[src/rtl/spi_reg_master.sv]
// SPI mode-0 slave that turns host frames {rw, adr, data} into register-bus writes
// and streams register readback on miso, all oversampled in the clock domain.
module spi_reg_master #(
  parameter int ADRSIZE = 8,
  parameter int REGSIZE = 32
) (
  input  logic               clock,
  input  logic               reset,
  input  logic               sclk,
  input  logic               cs_n,
  input  logic               mosi,
  output logic               miso,
  output logic               miso_oe,
  output logic [ADRSIZE-1:0] adr,
  output logic [REGSIZE-1:0] bus_wr,
  output logic               wr,
  input  logic [REGSIZE-1:0] bus_rd,
  output logic               busy,
  output logic               frame_err
);
  localparam int MAXB = (ADRSIZE > REGSIZE) ? ADRSIZE : REGSIZE;
  localparam int CW   = $clog2(MAXB + 1);

  typedef enum logic [2:0] {IDLE, RW, ADDR, DATA, DONE} state_t;

  // [0],[1] synchroniser stages, [2] history for edge detection
  logic [2:0] sclk_sq, sclk_sd, cs_sq, cs_sd;
  logic [1:0] mosi_sq, mosi_sd;

  state_t             state_q, state_d;
  logic [CW-1:0]      cnt_q, cnt_d;
  logic               rw_q, rw_d;
  logic [ADRSIZE-1:0] addr_sr_q, addr_sr_d, adr_q, adr_d;
  logic [REGSIZE-1:0] rx_q, rx_d, tx_q, tx_d, bus_wr_q, bus_wr_d;
  logic               tx_vld_q, tx_vld_d;
  logic [1:0]         cap_pipe_q, cap_pipe_d;
  logic               wr_pend_q, wr_pend_d, wr_q, wr_d, frame_err_q, frame_err_d;

  logic rise, fall, cs_s, cs_fall, mosi_s;

  always_comb begin
    sclk_sd = {sclk_sq[1:0], sclk};
    cs_sd   = {cs_sq[1:0], cs_n};
    mosi_sd = {mosi_sq[0], mosi};
  end

  assign rise    = sclk_sq[1] & ~sclk_sq[2];
  assign fall    = ~sclk_sq[1] & sclk_sq[2];
  assign cs_s    = cs_sq[1];
  assign cs_fall = cs_sq[2] & ~cs_sq[1];
  assign mosi_s  = mosi_sq[1];

  always_comb begin
    state_d     = state_q;
    cnt_d       = cnt_q;
    rw_d        = rw_q;
    addr_sr_d   = addr_sr_q;
    adr_d       = adr_q;
    rx_d        = rx_q;
    tx_d        = tx_q;
    tx_vld_d    = tx_vld_q;
    bus_wr_d    = bus_wr_q;
    cap_pipe_d  = {cap_pipe_q[0], 1'b0};
    wr_pend_d   = 1'b0;
    wr_d        = wr_pend_q;
    frame_err_d = 1'b0;

    // readback sampled two cycles after adr moves so the external mux has settled
    if (cap_pipe_q[1]) begin
      tx_d     = bus_rd;
      tx_vld_d = 1'b1;
    end

    case (state_q)
      IDLE: begin
        cnt_d    = '0;
        tx_vld_d = 1'b0;
        if (cs_fall) state_d = RW;
      end
      RW, ADDR, DATA: begin
        if (cs_s) begin
          state_d     = IDLE;
          frame_err_d = 1'b1;
          cap_pipe_d  = '0;
        end else if (state_q == RW) begin
          if (rise) begin
            rw_d    = mosi_s;
            cnt_d   = '0;
            state_d = ADDR;
          end
        end else if (state_q == ADDR) begin
          if (rise) begin
            addr_sr_d = {addr_sr_q[ADRSIZE-2:0], mosi_s};
            cnt_d     = cnt_q + CW'(1);
            if (cnt_q == CW'(ADRSIZE - 1)) begin
              adr_d         = addr_sr_d;
              cnt_d         = '0;
              cap_pipe_d[0] = ~rw_q;
              state_d       = DATA;
            end
          end
        end else begin
          if (rise) begin
            cnt_d = cnt_q + CW'(1);
            if (rw_q) rx_d = {rx_q[REGSIZE-2:0], mosi_s};
            if (cnt_q == CW'(REGSIZE - 1)) begin
              state_d = DONE;
              if (rw_q) begin
                bus_wr_d  = rx_d;
                wr_pend_d = 1'b1;
              end
            end
          end else if (fall && !rw_q && cnt_q != '0) begin
            // the fall right after the last address bit must not shift: MSB is still unread
            tx_d = {tx_q[REGSIZE-2:0], 1'b0};
          end
        end
      end
      DONE: if (cs_s) state_d = IDLE;
      default: state_d = IDLE;
    endcase
  end

  always_ff @(posedge clock) begin
    if (reset) begin
      sclk_sq     <= '0;
      cs_sq       <= '0;  // looks "selected" so a frame already in flight at release is skipped
      mosi_sq     <= '0;
      state_q     <= IDLE;
      cnt_q       <= '0;
      rw_q        <= 1'b0;
      addr_sr_q   <= '0;
      adr_q       <= '0;
      rx_q        <= '0;
      tx_q        <= '0;
      tx_vld_q    <= 1'b0;
      bus_wr_q    <= '0;
      cap_pipe_q  <= '0;
      wr_pend_q   <= 1'b0;
      wr_q        <= 1'b0;
      frame_err_q <= 1'b0;
    end else begin
      sclk_sq     <= sclk_sd;
      cs_sq       <= cs_sd;
      mosi_sq     <= mosi_sd;
      state_q     <= state_d;
      cnt_q       <= cnt_d;
      rw_q        <= rw_d;
      addr_sr_q   <= addr_sr_d;
      adr_q       <= adr_d;
      rx_q        <= rx_d;
      tx_q        <= tx_d;
      tx_vld_q    <= tx_vld_d;
      bus_wr_q    <= bus_wr_d;
      cap_pipe_q  <= cap_pipe_d;
      wr_pend_q   <= wr_pend_d;
      wr_q        <= wr_d;
      frame_err_q <= frame_err_d;
    end
  end

  assign adr       = adr_q;
  assign bus_wr    = bus_wr_q;
  assign wr        = wr_q;
  assign frame_err = frame_err_q;
  assign busy      = (state_q != IDLE) & ~cs_s;
  assign miso_oe   = busy;
  assign miso      = (state_q == DATA) & ~rw_q & tx_vld_q & tx_q[REGSIZE-1];
endmodule

[config.mk]
export PLATFORM = sky130hd
export DESIGN_NAME = spi_reg_master
export DESIGN_NICKNAME = d
export VERILOG_FILES = /design/src/rtl/spi_reg_master.sv
export SDC_FILE = /design/constraint.sdc
export NUM_CORES = 1
export LEC_CHECK = 0
export BUFFER_PORTS_ARGS = -buffer_cell sky130_fd_sc_hd__buf_2
export CORE_MARGIN = 2
export CORE_UTILIZATION = 55
export DETAILED_ROUTE_END_ITERATION = 8
export HOLD_SLACK_MARGIN = 0.02
export PLACE_DENSITY = 0.77
export SLEW_MARGIN = 10
export SYNTH_ARGS = -nofsm -noshare
export SYNTH_HDL_FRONTEND = slang
export SYNTH_SLANG_ARGS = --single-unit
export TNS_END_PERCENT = 10
[constraint.sdc]
create_clock -name clock -period 2.4 [get_ports clock]
set_input_delay 0.24 -clock clock [delete_from_list [all_inputs] [get_ports clock]]
set_output_delay 0.24 -clock clock [all_outputs]
set_load 0.01 [all_outputs]
==> impl_metrics.tcl, run 1 <==
set metrics [dict create \
    die_h_um 107 \
    r2r_setup_slack_ps 440 \
    cts_root_buf "clkbuf_8" \
    synthMuxAreaShare_pct 14.0 \
    max_stage_delay_ps 430 \
    synth_top_family_by_area "compound AO/OA/AOI/OAI gates" \
    max-clock-path-buffers 2 \
    synth_compound_area_share_pct 17.6 \
    critPathRequiredTime_ps 2760 \
    layout_commonest_cell "dfxtp_1" \
    clkTransAtPathRegs_ps 60 \
    cts_buffers 17 \
    cp_top_family "simple AND/OR/NAND/NOR gates" \
    rsz0062_at_grt "no" \
    syn_area_sq_mm 0.00580 \
    grt_pass1_vias 4047 \
    area_delta_synth_final_pct 17.2 \
    drv_cap 0 \
    crit_chain "or3b_1, a211o_2, buf_4, nor2_1, a211oi_2" \
    tns_ps 0 \
    ys_seq_area_share_pct 46.6 \
    antenna_cells 0 \
    seqPwrFrac_pct 46.6 \
    seq_area_sq_mm 0.00271 \
    cts.sinks 135 \
    place.gp.congestion 0.907 \
    overflow 0 \
    dr.pass1.iters 4 \
    critical_path_class "register to register" \
    routed_wl_um 11200 \
    syn_nets 636 \
    finalClockSkew_ps 10.6 \
    grt_max_degree 72 \
    finalPower_uw 4910 \
    clkLatencyLatePin_ps 520 \
    ioPinCount 82 \
    critPathArrivalTime_ps 2320 \
    yosysWarnings 0 \
    drtIter0Drc 173 \
    startpoint_type "register" \
    htreeDepth 4 \
    synth-async-reset-ratio_pct 0 \
    synth.avg_cell_area_sq_um 9.72 \
    post_cts_buffers 0 \
    portBuffers 81 \
    swShare_pct 22.6 \
    comb_power_share_pct 4.8 \
    synth-xor-area-share_pct 0.151 \
    synth_cell_types 46 \
    final_nets 699 \
    track_usage_pct 20.3 \
    crit_path_max_fanout 63 \
    max_slew_margin_pct 51.5 \
    core_sq_mm 0.0103 \
    synth_edf_count 0 \
    post_drt_wl_per_cell_um 13.9 \
    rows 37 \
    p_int_uw 3800 \
    worst_pin_slew_ps 727 \
    slowest_stage "dfxtp_1" \
    max_freq_mhz 510 \
    cts-resized-gates 0 \
    cp_num_buf_inv 1 \
    min_period_over_period_pct 81.7 \
    layout_common_cells "133 x dfxtp_1, 88 x nor2_1, 80 x mux2i_1, 80 x buf_2, 71 x nand2_1" \
    die-width_um 107 \
    vias 4334 \
    run_status "completed" \
    power_leakage_uw 0.00255 \
    finalSetupViolCount 0 \
    initial_core_util_pct 56.5 \
    drive_above_1_share_pct 27.1 \
    dieArea_sq_mm 0.0114 \
    switching_power_uw 1110 \
    dp_hpwl_um 7370 \
    power_frac_clock_pct 48.6 \
    grt_pass1_wl_um 18800 \
    yosys.area_share.simple_pct 16.0 \
    multi_input_area_sq_mm 0.00281 \
    syn_inst 597 \
    synthAdderAreaFrac_pct 0.431 \
    cp-end-kind "register" \
    grt_antenna_before_repair 0 \
    drcViolationCount 0 \
    cts_tree "done" \
    vias_per_cell 5.36 \
    power_density_mw_per_mm2 722 \
    fillers 834 \
    fin_crit_ps 1960 \
    ys_seq_elements 135 \
    hold_viol 0 \
    vdd_drop_max_v 0.000504 \
    ys.flop_type "dfxtp_1" \
    min_path_type "input port to register" \
    final_antenna_net_count 0 \
    maxSlewViolCount 0 \
    postCtsHoldBufs 3 \
]
==> power by group through the flow <==
stage / clock network, uW / registers, uW / logic [uW]
3_5_place_dp: 0 / 2340 / 232
3_3_place_gp: 0 / 2340 / 225
6_report: 2380 / 2290 / 235
2_1_floorplan: 0 / 2310 / 189
4_1_cts: 2430 / 2290 / 236
5_1_grt: 2530 / 2290 / 260
==> worst paths after layout <==
check | startpoint | endpoint | cells past startpoint
worst max-delay path | cs_sq[1]$_SDFF_PP0_ | tx_q[30]$_SDFF_PP0_ | 5
worst min-delay path | bus_rd[0] | tx_q[0]$_SDFF_PP0_ | 3
worst max register to register | cs_sq[1]$_SDFF_PP0_ | tx_q[30]$_SDFF_PP0_ | 5
worst min register to register | mosi_sq[0]$_SDFF_PP0_ | mosi_sq[1]$_SDFF_PP0_ | 1
==> layout make-up <==
type | count | share of cell area, %
multi-input combinational | 406 | 41.3
sequential | 135 | 39.7
timing repair buffer | 95 | 8.02
clock buffer | 20 | 6.69
tap | 136 | 2.50
clock inverter | 11 | 1.49
inverter | 5 | 0.276
==> layer usage <==
layer	wire length (um)	global-route usage (%)	part of all wire [%]	vias to the layer above
li1	-	-	-	2202
met1	5150	26.0	46	2023
met2	5520	33.9	49	96
met3	446	4.07	4.0	13
met4	131	7.51	1.2	0
met5	0	0	0	-
==> cells in the mapped netlist, types with 4 or more instances <==
cell,number,area share (%)
a211oi_1,15,1.9
inv_1,5,0.32
a211oi_2,48,10
buf_4,7,0.91
a21oi_1,39,3.4
buf_6,8,1.6
buf_2,7,0.60
nor3_1,5,0.43
dfxtp_1,135,47
o21ai_0,4,0.34
nand2_1,71,4.6
mux2i_1,80,14
nor2b_1,12,1.3
nor2_1,89,5.8
clkbuf_1,24,1.6
buf_1,5,0.32
==> sequential cells by signal, summed over array words and instances, names as in the netlist, 2 cells and up <==
register / flops
tx_q: 32
cs_sq: 3
rx_q: 32
cnt_q: 6
bus_wr: 32
adr: 8
addr_sr_q: 7
mosi_sq: 2
cap_pipe_q: 2
state_q: 3
sclk_sq: 3
==> worst min-delay path, delay by kind of cell <==
family / cells / cell delay (ps)
multiplexers: 1 / 60
buffers and inverters: 1 / 90
AND/OR/NAND/NOR: 1 / 120
==> through the flow <==
stage / instances / hold WS (ps) / utilization (%) / instance area [sq um] / setup slack, ps
final: 808 / 58.2 / 66.2 / 6810 / 439
after global routing: 808 / 72.0 / 66.2 / 6810 / 296
after CTS: 808 / 46.5 / 66.2 / 6810 / 449
after detailed placement: 774 / 433 / 60.5 / 6220 / 484
after global placement: 774 / 423 / 60.5 / 6220 / 562
after floorplan: 597 / 368 / - / 5800 / 719
==> cell families (layout without fill, tap and decap cells) <==
logic type      after synthesis  after routing
simple gates                205            205
flops                       135            135
compound gates              117            117
mux                          81             81
buf+inv                      56            131
fa+ha+maj                     2              2
xor+xnor                      1              1
No activity file was read; power rests on OpenSTA's default activity.
==> run 2, diff against run 1 <==
--- a/config.mk
+++ b/config.mk
@@ -7,10 +7,10 @@
 export LEC_CHECK = 0
 export BUFFER_PORTS_ARGS = -buffer_cell sky130_fd_sc_hd__buf_2
 export CORE_MARGIN = 2
-export CORE_UTILIZATION = 55
+export CORE_UTILIZATION = 51
 export DETAILED_ROUTE_END_ITERATION = 8
 export HOLD_SLACK_MARGIN = 0.02
-export PLACE_DENSITY = 0.77
+export PLACE_DENSITY = 0.75
 export SLEW_MARGIN = 10
 export SYNTH_ARGS = -nofsm -noshare
 export SYNTH_HDL_FRONTEND = slang
==> constraint.sdc (replaced) <==
create_clock -name clock -period 1.7 [get_ports clock]
set_input_delay 0.17 -clock clock [delete_from_list [all_inputs] [get_ports clock]]
set_output_delay 0.17 -clock clock [all_outputs]
set_load 0.01 [all_outputs]
==> impl_metrics.tcl, run 2 (same netlist as run 1, synthesis figures left out) <==
set metrics [dict create \
    run_status "finished with violations" \
    violations "setup timing" \
    maxSlewViolCount 0 \
    initial_core_util_pct 52.8 \
    switching_power_uw 1690 \
    min_path_type "input port to register" \
    dr.pass1.iters 4 \
    final_core_util_pct 65.9 \
    stdcell_count 836 \
    p_int_uw 5710 \
    max-clock-path-buffers 2 \
    drv_cap 0 \
    fin_crit_ps 1710 \
    place_inst 793 \
    place.gp.congestion 0.821 \
    power_density_mw_per_mm2 1020 \
    tns_ps -9.82 \
    worst_pin_slew_ps 574 \
    critPathLaunch "cs_sq[1]$_SDFF_PP0_" \
    cts_buffers 17 \
    fillers 826 \
    overflow 0 \
    dp_hpwl_um 7550 \
    rows 38 \
    startpoint_type "register" \
    grt_pass1_wl_um 20200 \
    track_usage_pct 19.5 \
    min_period_over_period_pct 101 \
    swShare_pct 22.8 \
    final_antenna_net_count 0 \
    power_leakage_uw 0.00275 \
    drtIter0Drc 323 \
    die_h_um 111 \
    finalSetupViolCount 1 \
    grt_pass1_vias 4316 \
    grt_antenna_before_repair 0 \
    hold_path_depth 3 \
    cp-end-kind "register" \
    crit_path_max_fanout 9 \
    die-width_um 111 \
    final_nets 723 \
    clkTransAtPathRegs_ps 60 \
    grt_max_degree 86 \
    multi_input_area_sq_mm 0.00291 \
    drcViolationCount 0 \
    max_freq_mhz 585 \
    dieArea_sq_mm 0.0123 \
    rsz0062_at_grt "yes" \
    reg2reg_from "cs_sq[1]$_SDFF_PP0_" \
    routed_wl_um 12500 \
    layout_common_cells "125 x dfxtp_1, 82 x nor2_1, 80 x mux2i_1, 80 x buf_2, 71 x nand2_1" \
    area_delta_synth_final_pct 24.7 \
    htreeDepth 4 \
    fin_ws_ps -9.82 \
    antenna_cells 0 \
    post_drt_wl_per_cell_um 15.0 \
    ioPinCount 82 \
    stdcell_area_sq_mm 0.00724 \
    clkLatencyLatePin_ps 400 \
    layout_commonest_cell "dfxtp_1" \
    critPathRequiredTime_ps 2020 \
    power_frac_clock_pct 50.1 \
    critical_path_class "register to register" \
    hold_viol 0 \
    cts.sinks 135 \
    cts_root_buf "clkbuf_16" \
    cts_tree "done" \
    hold_start "bus_rd[0]" \
    ff2ff_path_depth 6 \
    seq_area_sq_mm 0.00272 \
    seqPwrFrac_pct 43.7 \
    portBuffers 81 \
    max_slew_margin_pct 61.8 \
    vias 4477 \
    comb_power_share_pct 6.2 \
    vdd_drop_max_v 0.000897 \
    finalClockSkew_ps 10.7 \
    drive_above_1_share_pct 32.8 \
    vias_per_cell 5.36 \
    critPathArrivalTime_ps 2030 \
    dpl_cell_area_sq_mm 0.00637 \
    core_sq_mm 0.0110 \
]
[run 2: cell count changes in the layout (fill, tap and decap cells not counted), moves of 3 or more]
cell	before	now
nor2_1	88	82
inv_6	0	3
buf_4	10	27
dfxtp_2	2	10
clkbuf_8	4	0
nor2_2	1	7
dfxtp_1	133	125
[run 2: per-stage QoR]
stage	worst slack (ps)	hold slack, ps	total power, uW
floorplan	19.1	298	3530
global placement	-106	383	3700
detailed placement	-93.6	394	3700
CTS	8.73	83.3	7390
global route	-75.2	109	7610
finish	-9.82	86.7	7390
[run 2: critical path: stages (launching register included)]
cell	delay [ps]
dfxtp_1	330
buf_4	180
nor3b_4	240
buf_4	160
nand2_1	50
or4b_1	480
a21oi_1	180
[run 2: worst paths after layout]
| path | endpoint | slack [ps] |
|---|---|---|
| setup reg to reg | cnt_q[5]$_SDFFE_PP0P_ | -10 |
| hold / removal | tx_q[0]$_SDFF_PP0_ | 90 |
| setup / recovery | cnt_q[5]$_SDFFE_PP0P_ | -10 |
| hold reg to reg | cap_pipe_q[1]$_SDFF_PP0_ | 420 |
[run 2: power by group through the flow]
stage | registers (uW) | clock network, uW | logic [uW]
floorplan | 3270 | 0 | 267
global placement | 3290 | 0 | 406
detailed placement | 3290 | 0 | 410
CTS | 3220 | 3730 | 429
global route | 3230 | 3890 | 492
finish | 3230 | 3710 | 456
[run 2: layout make-up]
class,instances,area share [%]
multi-input combinational,406,40.2
sequential,135,37.5
timing repair buffer,119,11.3
clock buffer,17,5.88
clock inverter,14,2.42
tap,140,2.42
inverter,5,0.259
[run 2: timing repair]
| action | in CTS | in global routing |
|---|---|---|
| buffers inserted | 3 | 2 |
| cloned | 2 | 2 |
| resized for setup | 9 | 18 |
| endpoints found under the hold margin | 3 | 0 |
| pin swaps | 3 | 1 |
| hold buffers | 3 | 0 |
| setup endpoints to repair | 86 | 70 |
[run 2: metal layers]
metal / GRT usage (%) / part of all wire, % / wire length [um]
met1: 24.8 / 46 / 5740
met2: 33.7 / 49 / 6180
met3: 3.66 / 4.0 / 498
met4: 6.00 / 0.92 / 115
met5: 0 / 0 / 0
